<file path="config.mk">
export PLATFORM = sky130hd
export DESIGN_NAME = seq_shift_unit
export DESIGN_NICKNAME = d
export VERILOG_FILES = /design/src/rtl/seq_shift_unit.sv
export SDC_FILE = /design/constraint.sdc
export NUM_CORES = 1
export LEC_CHECK = 0
export BUFFER_PORTS_ARGS = -buffer_cell sky130_fd_sc_hd__buf_4
export CAP_MARGIN = 25
export CORE_MARGIN = 5
export CORE_UTILIZATION = 45
export CTS_CLUSTER_DIAMETER = 40
export DETAILED_ROUTE_END_ITERATION = 10
export GPL_TIMING_DRIVEN = 0
export HOLD_SLACK_MARGIN = 0.06
export PLACE_DENSITY_LB_ADDON = 0.08
export SLEW_MARGIN = 30
export SYNTH_ARGS = -nofsm -noshare
export SYNTH_HDL_FRONTEND = slang
export SYNTH_SLANG_ARGS = --single-unit
</file>
<file path="constraint.sdc">
create_clock -name clk -period 4.7 [get_ports clk]
set_clock_uncertainty 0.1 [all_clocks]
set_input_delay 0.94 -clock clk [delete_from_list [all_inputs] [get_ports clk]]
set_output_delay 0.94 -clock clk [all_outputs]
set_load 0.02 [all_outputs]
</file>
<file path="src/rtl/seq_shift_unit.sv">
// seq_shift_unit: multi-cycle LSL/LSR/ASR/ROR shifter, one bit per cycle,
// producing [N,Z,C,V] flags when the S bit is set.
//
// Handshake: a request is taken on the rising edge where in_valid and
// in_ready are both 1; in_ready is 1 only while idle. A result is taken on
// the rising edge where out_valid and out_ready are both 1; result and
// flag_out are held stable while out_valid=1 and out_ready=0. in_valid seen
// while busy is ignored, and the unit returns to idle for at least one cycle
// between results (no overlap).
module seq_shift_unit #(
  parameter int WIDTH = 32,
  parameter int AMT_W = 8,
  parameter int CNT_W = 8
) (
  input  logic             clk,
  input  logic             reset,
  input  logic             in_valid,
  output logic             in_ready,
  input  logic [1:0]       op,
  input  logic [WIDTH-1:0] operand,
  input  logic [AMT_W-1:0] amount,
  input  logic             s,
  input  logic [3:0]       flag_in,
  output logic             out_valid,
  input  logic             out_ready,
  output logic [WIDTH-1:0] result,
  output logic [3:0]       flag_out,
  output logic [1:0]       fsm_state
);

  localparam logic [1:0] OP_LSL = 2'b00;
  localparam logic [1:0] OP_LSR = 2'b01;
  localparam logic [1:0] OP_ASR = 2'b10;
  localparam logic [1:0] OP_ROR = 2'b11;

  // Largest useful step counts: one past the width for logical shifts (so
  // the carry also clears), exactly the width for ASR (sign saturates).
  localparam int unsigned W_U     = WIDTH;
  localparam int unsigned LOG_MAX = WIDTH + 1;

  typedef enum logic [1:0] {
    ST_IDLE  = 2'd0,
    ST_SHIFT = 2'd1,
    ST_DONE  = 2'd2
  } state_t;

  state_t state;
  state_t state_next;

  // Latched request and working registers.
  logic [WIDTH-1:0] work;
  logic             carry;
  logic [1:0]       op_q;
  logic             s_q;
  logic [3:0]       flags_q;
  logic [CNT_W-1:0] count;

  // Combinational helpers.
  logic             accept;
  logic             last_step;
  logic [CNT_W-1:0] n_iter;
  int unsigned      amt_u;
  logic [WIDTH-1:0] step_work;
  logic             step_carry;

  // Flag vector seen on the result: computed when s is set, else passthrough.
  function automatic logic [3:0] make_flags(
    input logic [WIDTH-1:0] value,
    input logic             c,
    input logic             upd,
    input logic [3:0]       prev
  );
    logic [3:0] f;
    if (upd) begin
      f = {value[WIDTH-1], (value == '0), c, prev[0]};
    end else begin
      f = prev;
    end
    return f;
  endfunction

  assign accept    = in_valid && (state == ST_IDLE);
  assign last_step = (count == CNT_W'(1));

  assign in_ready  = (state == ST_IDLE);
  assign out_valid = (state == ST_DONE);
  assign fsm_state = state;

  // Iteration count for an incoming request, clamped per shift kind.
  always_comb begin
    amt_u  = 32'(amount);
    n_iter = '0;
    case (op)
      OP_LSL, OP_LSR: begin
        n_iter = (amt_u > LOG_MAX) ? CNT_W'(LOG_MAX) : CNT_W'(amt_u);
      end
      OP_ASR: begin
        n_iter = (amt_u > W_U) ? CNT_W'(W_U) : CNT_W'(amt_u);
      end
      default: begin
        // ROR: a multiple of the width still runs a full turn so the carry
        // ends up holding the original MSB.
        if (amt_u == 32'd0) begin
          n_iter = '0;
        end else begin
          n_iter = CNT_W'(((amt_u - 32'd1) % W_U) + 32'd1);
        end
      end
    endcase
  end

  // Single-bit step of the working register and carry for the latched op.
  always_comb begin
    step_work  = work;
    step_carry = carry;
    case (op_q)
      OP_LSL: begin
        step_work  = {work[WIDTH-2:0], 1'b0};
        step_carry = work[WIDTH-1];
      end
      OP_LSR: begin
        step_work  = {1'b0, work[WIDTH-1:1]};
        step_carry = work[0];
      end
      OP_ASR: begin
        step_work  = {work[WIDTH-1], work[WIDTH-1:1]};
        step_carry = work[0];
      end
      default: begin
        step_work  = {work[0], work[WIDTH-1:1]};
        step_carry = work[0];
      end
    endcase
  end

  // State register.
  always_ff @(posedge clk or posedge reset) begin
    if (reset) begin
      state <= ST_IDLE;
    end else begin
      state <= state_next;
    end
  end

  // Next-state logic.
  always_comb begin
    state_next = state;
    case (state)
      ST_IDLE: begin
        if (accept) begin
          state_next = (n_iter == '0) ? ST_DONE : ST_SHIFT;
        end
      end
      ST_SHIFT: begin
        if (last_step) begin
          state_next = ST_DONE;
        end
      end
      ST_DONE: begin
        if (out_ready) begin
          state_next = ST_IDLE;
        end
      end
      default: begin
        state_next = ST_IDLE;
      end
    endcase
  end

  // Datapath: latch on accept, step while shifting, register the result
  // and flags on the transition into DONE so they hold through backpressure.
  always_ff @(posedge clk or posedge reset) begin
    if (reset) begin
      work     <= '0;
      carry    <= 1'b0;
      op_q     <= 2'b00;
      s_q      <= 1'b0;
      flags_q  <= 4'b0000;
      count    <= '0;
      result   <= '0;
      flag_out <= 4'b0000;
    end else begin
      case (state)
        ST_IDLE: begin
          if (accept) begin
            work    <= operand;
            carry   <= flag_in[1];
            op_q    <= op;
            s_q     <= s;
            flags_q <= flag_in;
            count   <= n_iter;
            if (n_iter == '0) begin
              result   <= operand;
              flag_out <= make_flags(operand, flag_in[1], s, flag_in);
            end
          end
        end
        ST_SHIFT: begin
          work  <= step_work;
          carry <= step_carry;
          count <= count - CNT_W'(1);
          if (last_step) begin
            result   <= step_work;
            flag_out <= make_flags(step_work, step_carry, s_q, flags_q);
          end
        end
        default: begin
          // DONE: hold everything until the consumer takes the result.
        end
      endcase
    end
  end

endmodule

</file>
==> out/qor.txt, run 1 <==
clock-pin slew on the worst setup and hold paths: 0.08 ns
Die X: 112 um
cells after synthesis: 542
max cap viols: 0
fraction of layout cells with a size suffix above 1: 0.199
sequential share of power: 0.359
area of the core: 0.0103 mm2
Fin Setup TNS: 0 ns
die area: 0.0126 mm2
CTS H-Tree Depth: 3
Mean Syn Cell Area: 8.68 um2
post-layout min period: 3.71 ns
grt total ovfl: 0
f_max: 269 MHz
Worst Reg-to-Reg Cells: 7
Clock Tree Buf Depth: 2
row count: 37
Tightest Pin Transition: 0.609 ns
Setup WS post-layout: 0.987 ns
EDFF count, synth: 0
Nets: 699
crit path max fanout: 10
HPWL Detailed: 9910 um
vias: 4383
Cell Int Power: 2050 uW
reg2reg start: fsm_state[0]
dominant cell type by area after synthesis: dfrtp_1
number of synthesized register bits: 85
max_slew headroom: 0.590
Post-synth ARST share: 1.00
CTS Hold Bufs: 0
Die Span Y: 112 um
DRC errors left: 0
GP Congestion: 0.864
CTS Buf Count: 9
largest net degree at the start of global routing: 48
DR pass1 iterations: 7
worst path arrival time: 3.86 ns
distinct cell type count after synthesis: 52
Top Ports: 91
pre-CTS setup slack: 0.611 ns
final hold viol count: 0
Max Slew Vio Count: 0
RSZ-0062 raised after global routing: no
slack of the worst reg-to-reg path: 2.26 ns
clock insertion delay at the later pin of the skew report: 0.36 ns
most common cell in the netlist: nand2_1
CTS tree: yes
Hold Crit Depth: 2
Worst Hold Class: register to register
Max rail drop VDD: 0.282 mV
Finished Layout Cells: 784
warnings from Yosys: 0
setup bufs post-CTS: 0
post-synthesis sequential area ratio: 0.452
number of gates resized after CTS: 0
Tot GR Track Use: 0.216
top post-synthesis cells by area: dfrtp_1 (45%), o21ai_0 (8.1%), nand2_1 (7.7%), mux2i_1 (7.2%), a21oi_1 (6.9%)
crit share post-route: 0.790
PD cells: 647 mW/mm2
routed length per instance: 16.8 um
Clock power frac: 0.135
share of the synthesized area in the top cell type: 0.452
synthesized area: 0.00471 mm2
Root Driver: clkbuf_8
combinational share of power: 0.506
sw power: 1680 uW
Initial Util: 0.458
global-route wire length before repair: 22100 um
initial antenna violation count: 0
ys flop type: dfrtp_1
routed vias/inst: 5.59
Synth Net Count: 597
Worst Path Required: 4.85 ns
hold endpoint: flags_q[0]
Commonest cells post-synth: nand2_1 (96), dfrtp_1 (85), o21ai_0 (76)
critical path class: input port to register
# setup viols final: 0
vias in the first global route: 4265
Area Overhead vs Synth: 22.5%
CTS Sinks: 85
critical path endpoint category: register
Sw Ratio: 0.451
Placed Cells: 769
Worst Min Path Start: flags_q[0]
DRT iter0 DRCs: 332
antenna-violating nets left: 0
# diodes: 0
fin area: 0.00577 mm2
Routed WL: 13200 um
r2r endpoint: count[4]
Leak: 0.00276 uW
type of origin of the critical path: input port
IO buf count: 90
status: completed
Post-DP Area: 0.00559 mm2
-- worst max-delay path by stage --
stage | cells past startpoint | startpoint | endpoint
2_1_floorplan | 11 | amount[0] | flag_out[3]
3_3_place_gp | 2 | reset | result[2]
3_5_place_dp | 13 | amount[0] | flag_out[3]
4_1_cts | 13 | amount[0] | flag_out[3]
5_1_grt | 13 | amount[0] | flag_out[3]
6_report | 13 | amount[0] | flag_out[3]
-- sequential cells by signal, indices dropped and copies added (netlist names) --
name / count
count: 8
flag_out: 4
flags_q: 4
fsm_state: 2
op_q: 2
result: 32
s_q: 1
work: 32
-- kinds of logic after synthesis --
family | after synthesis | synth area share
AND/OR/NAND/NOR | 167 | 0.166
AO/OA/AOI/OAI | 167 | 0.202
buffers and inverters | 71 | 0.0651
flip-flops | 85 | 0.452
multiplexers | 45 | 0.0994
XOR/XNOR | 3 | 0.00558
adder cells (fa/ha/maj) | 4 | 0.0106
-- worst max-delay path, cell delays in order --
cell,delay (ns)
buf_4,0.11
clkbuf_1,0.18
inv_1,0.15
ha_1,0.30
or4b_4,0.55
o41ai_1,0.32
o21ai_0,0.18
o2111ai_1,0.13
nor4_2,0.11
a22oi_2,0.22
buf_6,0.20
buf_12,0.16
mux2_4,0.30
-- layer usage --
metal | GRT usage | wire (um) | part of all wire | vias to the layer above
li1 | - | - | - | 2090
met1 | 0.311 | 6130 | 0.47 | 2110
met2 | 0.329 | 5910 | 0.45 | 158
met3 | 0.0437 | 882 | 0.067 | 25
met4 | 0.0705 | 256 | 0.019 | 0
met5 | 0 | 0 | 0 | -
-- cell usage in the layout (no fill, tap or decap), types with 3 or more instances in the layout --
cell type and n:
mux2i_1 34, clkinv_2 3, a31oi_1 3, nor3_1 7, buf_4 90, nand4_1 3, buf_6 3, nor4_1 12
dfrtp_1 85, o21ai_0 76, nand3b_1 3, inv_1 35, ha_1 4, a21oi_1 65, nand3_1 6, nand2_1 96
nand2b_1 6, mux2_2 10, nor2_1 19, clkbuf_8 9, a211o_1 3, clkbuf_1 30
-- through the flow --
step / power (uW) / hold slack [ns] / util
after floorplan: 2540 / 0.338 / -
after global placement: 3180 / 0.351 / 0.540
after detailed placement: 3230 / 0.364 / 0.543
after CTS: 3750 / 0.385 / 0.561
after global routing: 4060 / 0.402 / 0.561
final: 3730 / 0.385 / 0.561
-- power groups by stage --
stage | combinational [uW] | sequential, uW | clock (uW)
6_report | 1890 | 1340 | 505
3_5_place_dp | 1890 | 1350 | 0
2_1_floorplan | 1070 | 1470 | 0
3_3_place_gp | 1850 | 1340 | 0
4_1_cts | 1890 | 1340 | 517
5_1_grt | 2110 | 1390 | 549
-- cell type report --
cell class	instances	area, um2
inverter	36	140
tap	136	170
multi-input combinational	386	2270
sequential	85	2130
buffer	35	171
clock inverter	5	52.6
fill	1017	4510
clock buffer	10	128
timing repair buffer	91	703
Power figures use the tool's default switching activity.
==> run 2: changes to the inputs <==
--- a/config.mk
+++ b/config.mk
@@ -5,6 +5,7 @@
 export SDC_FILE = /design/constraint.sdc
 export NUM_CORES = 1
 export LEC_CHECK = 0
+export ABC_AREA = 1
 export BUFFER_PORTS_ARGS = -buffer_cell sky130_fd_sc_hd__buf_4
 export CAP_MARGIN = 25
 export CORE_MARGIN = 5
==> constraint.sdc (replaced) <==
create_clock -name clk -period 3.25 [get_ports clk]
set_clock_uncertainty 0.1 [all_clocks]
set_input_delay 0.65 -clock clk [delete_from_list [all_inputs] [get_ports clk]]
set_output_delay 0.65 -clock clk [all_outputs]
set_load 0.02 [all_outputs]
==> run 2 against run 1 <==
  * Area after synthesis increased by 3.0%
  * Clock power increased by 49%
  * Total power grew 66%
  * Largest power group unchanged
==> out/qor.txt, run 2 <==
status: completed
area share of and/or/nand/nor cells after synthesis: 0.315 (+0.149)
Tightest Pin Transition: 0.625 ns (+0.0159 ns)
CTS tree: yes
Pwr Total: 6180 uW (+66%)
synthesized area: 0.00485 mm2 (+3.0%)
DRT iter0 DRCs: 380 (+14%)
HPWL Detailed: 10600 um (+7.0%)
slack of the worst reg-to-reg path: 0.78 ns (-1.48 ns)
Routed WL: 14100 um (+7.0%)
Worst Path Required: 3.40 ns (-1.45 ns)
DR pass1 iterations: 5 (-2)
cells after synthesis: 697 (+29%)
commonest non-fill, non-tap cells in the layout: nand2_1 (253), o21ai_0 (109), buf_4 (93)
GP Congestion: 0.898 (+4.0%)
max cap viols: 0 (unchanged)
Area Overhead vs Synth: 22.0%
grt total ovfl: 0 (unchanged)
Synth Area in Adders: 0.0103 (-0.000305)
type of origin of the critical path: input port
Synth Net Count: 752 (+26%)
most common cell in the netlist: nand2_1
share of the synthesized area in the top cell type: 0.439 (-0.0130)
critical path endpoint category: register
crit path max fanout: 10 (unchanged)
number of gates resized after CTS: 0 (unchanged)
number of synthesized register bits: 85 (unchanged)
largest family of logic cells by synthesized area: simple AND/OR/NAND/NOR gates
Max Slew Vio Count: 0 (unchanged)
RSZ-0062 raised after global routing: no
Clock Tree Buf Depth: 2 (unchanged)
Nets: 854 (+22%)
vias in the first global route: 4916 (+15%)
warnings from Yosys: 0 (unchanged)
initial antenna violation count: 0 (unchanged)
CTS Hold Bufs: 0 (unchanged)
f_max: 395 MHz
Leak: 0.00312 uW (+13%)
Initial Util: 0.465 (+0.00723)
# setup viols final: 0 (unchanged)
clock insertion delay at the later pin of the skew report: 0.36 ns (about the same)
Root Driver: clkbuf_8
Tot GR Track Use: 0.223 (+0.00717)
CTS Sinks: 85 (unchanged)
IO buf count: 90 (unchanged)
critical path class: input port to register
Worst Hold Class: input port to asynchronous set/reset pin
antenna-violating nets left: 0 (unchanged)
largest net degree at the start of global routing: 51 (+6.3%)
post-layout min period: 2.53 ns
Die Span Y: 114 um (+1.3%)
Top Ports: 91 (unchanged)
Max rail drop VDD: 0.487 mV (+73%)
crit share post-route: 0.779
fraction of layout cells with a size suffix above 1: 0.164 (-0.0349)
# diodes: 0 (unchanged)
Post-synth ARST share: 1.00 (unchanged)
top post-synthesis cells by area: dfrtp_1 (44%), nand2_1 (20%), o21ai_0 (11%), nand3_1 (5.9%), inv_1 (5.4%)
CTS Buf Count: 9 (unchanged)
Largest regs: result x32, work x32, count x8
Mean Syn Cell Area: 6.95 um2 (-20%)
Die X: 114 um (+1.3%)
commonest non-fill, non-tap cell in the layout: nand2_1
post-synthesis sequential area ratio: 0.439 (-0.0130)
EDFF count, synth: 0 (unchanged)
row count: 37 (unchanged)
die area: 0.0129 mm2 (+2.7%)
Synth Area in XOR/XNOR: 0.00181 (-0.00377)
area of the core: 0.0104 mm2 (+1.4%)
routed length per instance: 15.0 um (-11%)
max_slew headroom: 0.584 (-0.00688)
ys flop type: dfrtp_1
worst path arrival time: 2.68 ns (-1.18 ns)
global-route wire length before repair: 23400 um (+5.8%)
DRC errors left: 0 (unchanged)
dominant cell type by area after synthesis: dfrtp_1
CTS H-Tree Depth: 3 (unchanged)
Util after Layout: 0.567 (+0.00645)
mux contribution to synthesized area: 0 (-0.0994)
vias: 4939 (+13%)
Commonest cells post-synth: nand2_1 (253), o21ai_0 (109), dfrtp_1 (85)
routed vias/inst: 5.25 (-6.0%)
Compound-Gate Fraction of Synth Area: 0.144 (-0.0579)
PD cells: 1050 mW/mm2 (+62%)
distinct cell type count after synthesis: 33 (-37%)
final hold viol count: 0 (unchanged)
setup bufs post-CTS: 0 (unchanged)
clock-pin slew on the worst setup and hold paths: 0.08 ns (about the same)
[run 2: cell count changes after synthesis, sizes merged, moves of 6 or more]
| cell | previous run | this run |
|---|---|---|
| nor4 | 13 | 3 |
| buf | 6 | 17 |
| o21ai | 76 | 110 |
| inv | 36 | 73 |
| clkbuf | 29 | 14 |
| mux2i | 34 | 0 |
| nand2b | 6 | 0 |
| nand3 | 6 | 58 |
| mux2 | 11 | 0 |
| nand2 | 96 | 257 |
| nor2 | 19 | 45 |
| a21oi | 65 | 11 |
[run 2: worst max-delay path, cell delays in order]
cell,delay (ns)
buf_4,0.13
inv_1,0.14
ha_1,0.25
nand2_2,0.10
nor2_2,0.13
nand2_1,0.09
nand2_1,0.10
inv_2,0.05
nand3_1,0.08
nand2_1,0.09
nor2_1,0.14
nand3_2,0.11
nand2_4,0.17
nand2_4,0.14
buf_6,0.19
nand2_1,0.06
nand2_1,0.04
[run 2: metrics by stage]
stage	hold slack [ns]	instance area, um2	setup slack, ns	TNS (ns)	instances
floorplan	0.353	4850	0.307	0	697
global placement	0.356	5690	-0.846	-71.32	923
detailed placement	0.359	5720	0.356	0	924
CTS	0.176	5910	0.733	0	940
global route	0.195	5910	0.456	0	940
finish	0.173	5910	0.719	0	940
[run 2: area by class of cell]
type	count	area, um2
well taps	136	170
clock buffers	15	156
flip-flops and latches	85	2130
inverters	73	279
plain buffers	31	164
repair buffers	91	703
multi-input cells	508	2280
fillers	1067	4510
clock inverters	1	30.0
[run 2: logic make-up after synthesis]
family	Yosys count
compound gates	133
flops	85
xor+xnor	1
fa+ha+maj	4
buf+inv	104
simple gates	370
[run 2: path summary, 6_finish.rpt]
check / endpoint / from / depth (start not counted)
hold / removal: count[6] / reset / 2
max in group asynchronous: result[22] / reset / 3
setup reg to reg: flag_out[1] / fsm_state[0] / 8
hold reg to reg: result[25] / result[25] / 2
setup / recovery: result[2] / amount[0] / 17
min in group clk: result[25] / result[25] / 2
[run 2: metal layers]
layer | GRT usage | wire length (um) | part of all wire
met1 | 0.311 | 6530 | 0.46
met2 | 0.351 | 6300 | 0.45
met3 | 0.0435 | 1050 | 0.074
met4 | 0.0768 | 222 | 0.016
met5 | 0 | 0 | 0
[run 2: power by group]
part / internal (uW) / leakage, uW / total [uW] / switching (uW)
logic: 1180 / 0.00197 / 3590 / 2400
registers: 1570 / 0.00106 / 1840 / 275
clock network: 379 / 0.0000919 / 752 / 373
==> run 3: changes to the inputs <==
==> constraint.sdc (replaced) <==
create_clock -name clk -period 2.3 [get_ports clk]
set_clock_uncertainty 0.1 [all_clocks]
set_input_delay 0.46 -clock clk [delete_from_list [all_inputs] [get_ports clk]]
set_output_delay 0.46 -clock clk [all_outputs]
set_load 0.02 [all_outputs]
==> run 3 against run 2 <==
  * Combinational power increased by 44%
  * Total power increased by 42%
  * Worst hold slack got worse by 0.11 ns
  * Global-route usage decreased by 0.36 points
  * Via count increased by 0.53%
  * Clock power increased by 32%
  * First-iteration DRC count decreased by 16%
  * Largest power group unchanged
  * Highest routed layer unchanged
==> out/qor.txt, run 3 (synthesized netlist as in run 2, its figures left out) <==
routed length per instance: 14.7 um (-1.9%)
vias in the first global route: 4733 (-3.7%)
crit share post-route: 0.918
initial antenna violation count: 0 (unchanged)
commonest non-fill, non-tap cells in the layout: nand2_1 (253), o21ai_0 (109), buf_4 (97)
# setup viols final: 0 (unchanged)
commonest non-fill, non-tap cell in the layout: nand2_1
Placed Cells: 926 (+0.22%)
sequential share of power: 0.297 (about the same)
post-layout min period: 2.11 ns
critical path class: register to register
grt total ovfl: 0 (unchanged)
Initial Util: 0.465 (unchanged)
Clock power frac: 0.113 (-0.009)
Finished Layout Cells: 946 (+0.64%)
Clock Tree Buf Depth: 2 (unchanged)
max_slew headroom: 0.590 (+0.00642)
Area Overhead vs Synth: 24.4%
fin area: 0.00603 mm2 (+2.0%)
type of origin of the critical path: register
DRT iter0 DRCs: 321 (-16%)
Die X: 114 um (unchanged)
DR pass1 iterations: 5 (unchanged)
Max Slew Vio Count: 0 (unchanged)
routed vias/inst: 5.25 (-0.11%)
PD cells: 1450 mW/mm2 (+39%)
Cell Int Power: 4430 uW (+42%)
vias: 4965 (+0.53%)
f_max: 474 MHz
final hold viol count: 0 (unchanged)
antenna-violating nets left: 0 (unchanged)
CTS Sinks: 85 (unchanged)
Worst Path Required: 2.50 ns (-0.90 ns)
Tot GR Track Use: 0.220 (-0.00359)
# diodes: 0 (unchanged)
fraction of layout cells with a size suffix above 1: 0.193 (+0.0284)
combinational share of power: 0.590 (+0.010)
worst path arrival time: 2.31 ns (-0.37 ns)
RSZ-0062 raised after global routing: no
pre-CTS setup slack: -0.386 ns (-0.742 ns)
row count: 37 (unchanged)
CTS Buf Count: 9 (unchanged)
clock-pin slew on the worst setup and hold paths: 0.09 ns (about the same)
Nets: 860 (+0.70%)
r2r endpoint: result[1]
Largest regs: result x32, work x32, count x8
DRC errors left: 0 (unchanged)
Sw Ratio: 0.494 (+0.000557)
critical path endpoint category: register
reg2reg start: count[4]
Setup crit start: count[4]
Post-DP Area: 0.00577 mm2 (+0.81%)
Leak: 0.00318 uW (+1.9%)
Top Ports: 91 (unchanged)
Tightest Pin Transition: 0.614 ns (-0.0109 ns)
Routed WL: 13900 um (-1.3%)
HPWL Detailed: 10800 um (+1.6%)
Util after Layout: 0.579 (+0.0113)
area of the core: 0.0104 mm2 (unchanged)
Worst Reg-to-Reg Cells: 10 (+2)
IO buf count: 90 (unchanged)
Fillers: 1037 (-2.8%)
CTS tree: yes
Setup WS post-layout: 0.189 ns (-0.530 ns)
Worst Hold Class: input port to asynchronous set/reset pin
crit path max fanout: 10 (unchanged)
max cap viols: 0 (unchanged)
Die Span Y: 114 um (unchanged)
slack of the worst reg-to-reg path: 0.19 ns (-0.59 ns)
largest net degree at the start of global routing: 28 (-45%)
global-route wire length before repair: 22900 um (-1.9%)
CTS H-Tree Depth: 3 (unchanged)
status: completed
clock insertion delay at the later pin of the skew report: 0.36 ns (about the same)
sw power: 4330 uW (+42%)
GP Congestion: 0.922 (+2.7%)
Root Driver: clkbuf_8
Max rail drop VDD: 0.639 mV (+31%)
die area: 0.0129 mm2 (unchanged)
run 3: cell types whose count changed in the layout (fill, tap and decap cells not counted), moves of 2 or more:
cell | before | now
buf_2 | 11 | 9
buf_4 | 93 | 97
clkbuf_1 | 19 | 9
clkbuf_2 | 0 | 6
clkbuf_4 | 0 | 2
clkinv_2 | 0 | 3
clkinvlp_4 | 0 | 2
nor2_1 | 42 | 36
nor2_2 | 2 | 6
nor2_4 | 1 | 3
run 3: how the worst max path moves through the flow:
stage / endpoint / slack (ns) / cells past startpoint
floorplan: result[0] / 0.14 / 16
global route: result[29] / 0.003 / 17
detailed placement: result[3] / -0.39 / 17
CTS: result[1] / 0.03 / 17
finish: result[1] / 0.19 / 10
global placement: result[2] / -0.33 / 17
run 3: routing by layer:
metal / GRT usage / share of wire / vias up / wire length, um
met5: 0 / 0 / - / 0
met4: 0.0507 / 0.011 / 0 / 150
met2: 0.343 / 0.45 / 171 / 6310
li1: - / - / 2456 / -
met3: 0.0451 / 0.066 / 13 / 918
met1: 0.317 / 0.47 / 2325 / 6540
run 3: critical path: stages, from the launching register on:
cell      delay (ns)
dfrtp_1         0.39
nor2_2          0.15
nand2_1         0.09
nor2_2          0.15
inv_1           0.07
nor3_2          0.15
a21oi_1         0.18
nor2_4          0.28
clkbuf_4        0.27
nand3_1         0.13
nand2_1         0.09
run 3: what timing repair did:
item | CTS | global route
setup buffers | 0 | 4
hold buffers | 0 | 0
endpoints found under the setup margin | 62 | 61
resized for setup | 3 | 21
pin swaps | 0 | 2
run 3: through the flow:
stage	hold WS, ns	power [uW]	setup TNS (ns)
after floorplan	0.353	5950	0
after global placement	0.355	7530	-12.38
after detailed placement	0.360	7630	-14.15
after CTS	0.0710	8650	0
after global routing	0.107	9600	0
final	0.0669	8760	0
run 3: area by class of cell:
class / count / area, um2 / share of cell area
buffer: 31 / 176 / 0.0293
clock buffer: 12 / 155 / 0.0257
clock inverter: 4 / 22.5 / 0.00374
inverter: 73 / 278 / 0.0461
multi-input combinational: 508 / 2320 / 0.385
sequential: 85 / 2130 / 0.353
tap: 136 / 170 / 0.0282
timing repair buffer: 97 / 781 / 0.130
run 3: power by group through the flow:
stage | Combinational [uW] | Sequential (uW) | Clock (uW)
finish | 5170 | 2600 | 992
global route | 5820 | 2690 | 1090
CTS | 5050 | 2590 | 1010
detailed placement | 5030 | 2600 | 0
global placement | 4930 | 2590 | 0
floorplan | 3050 | 2900 | 0
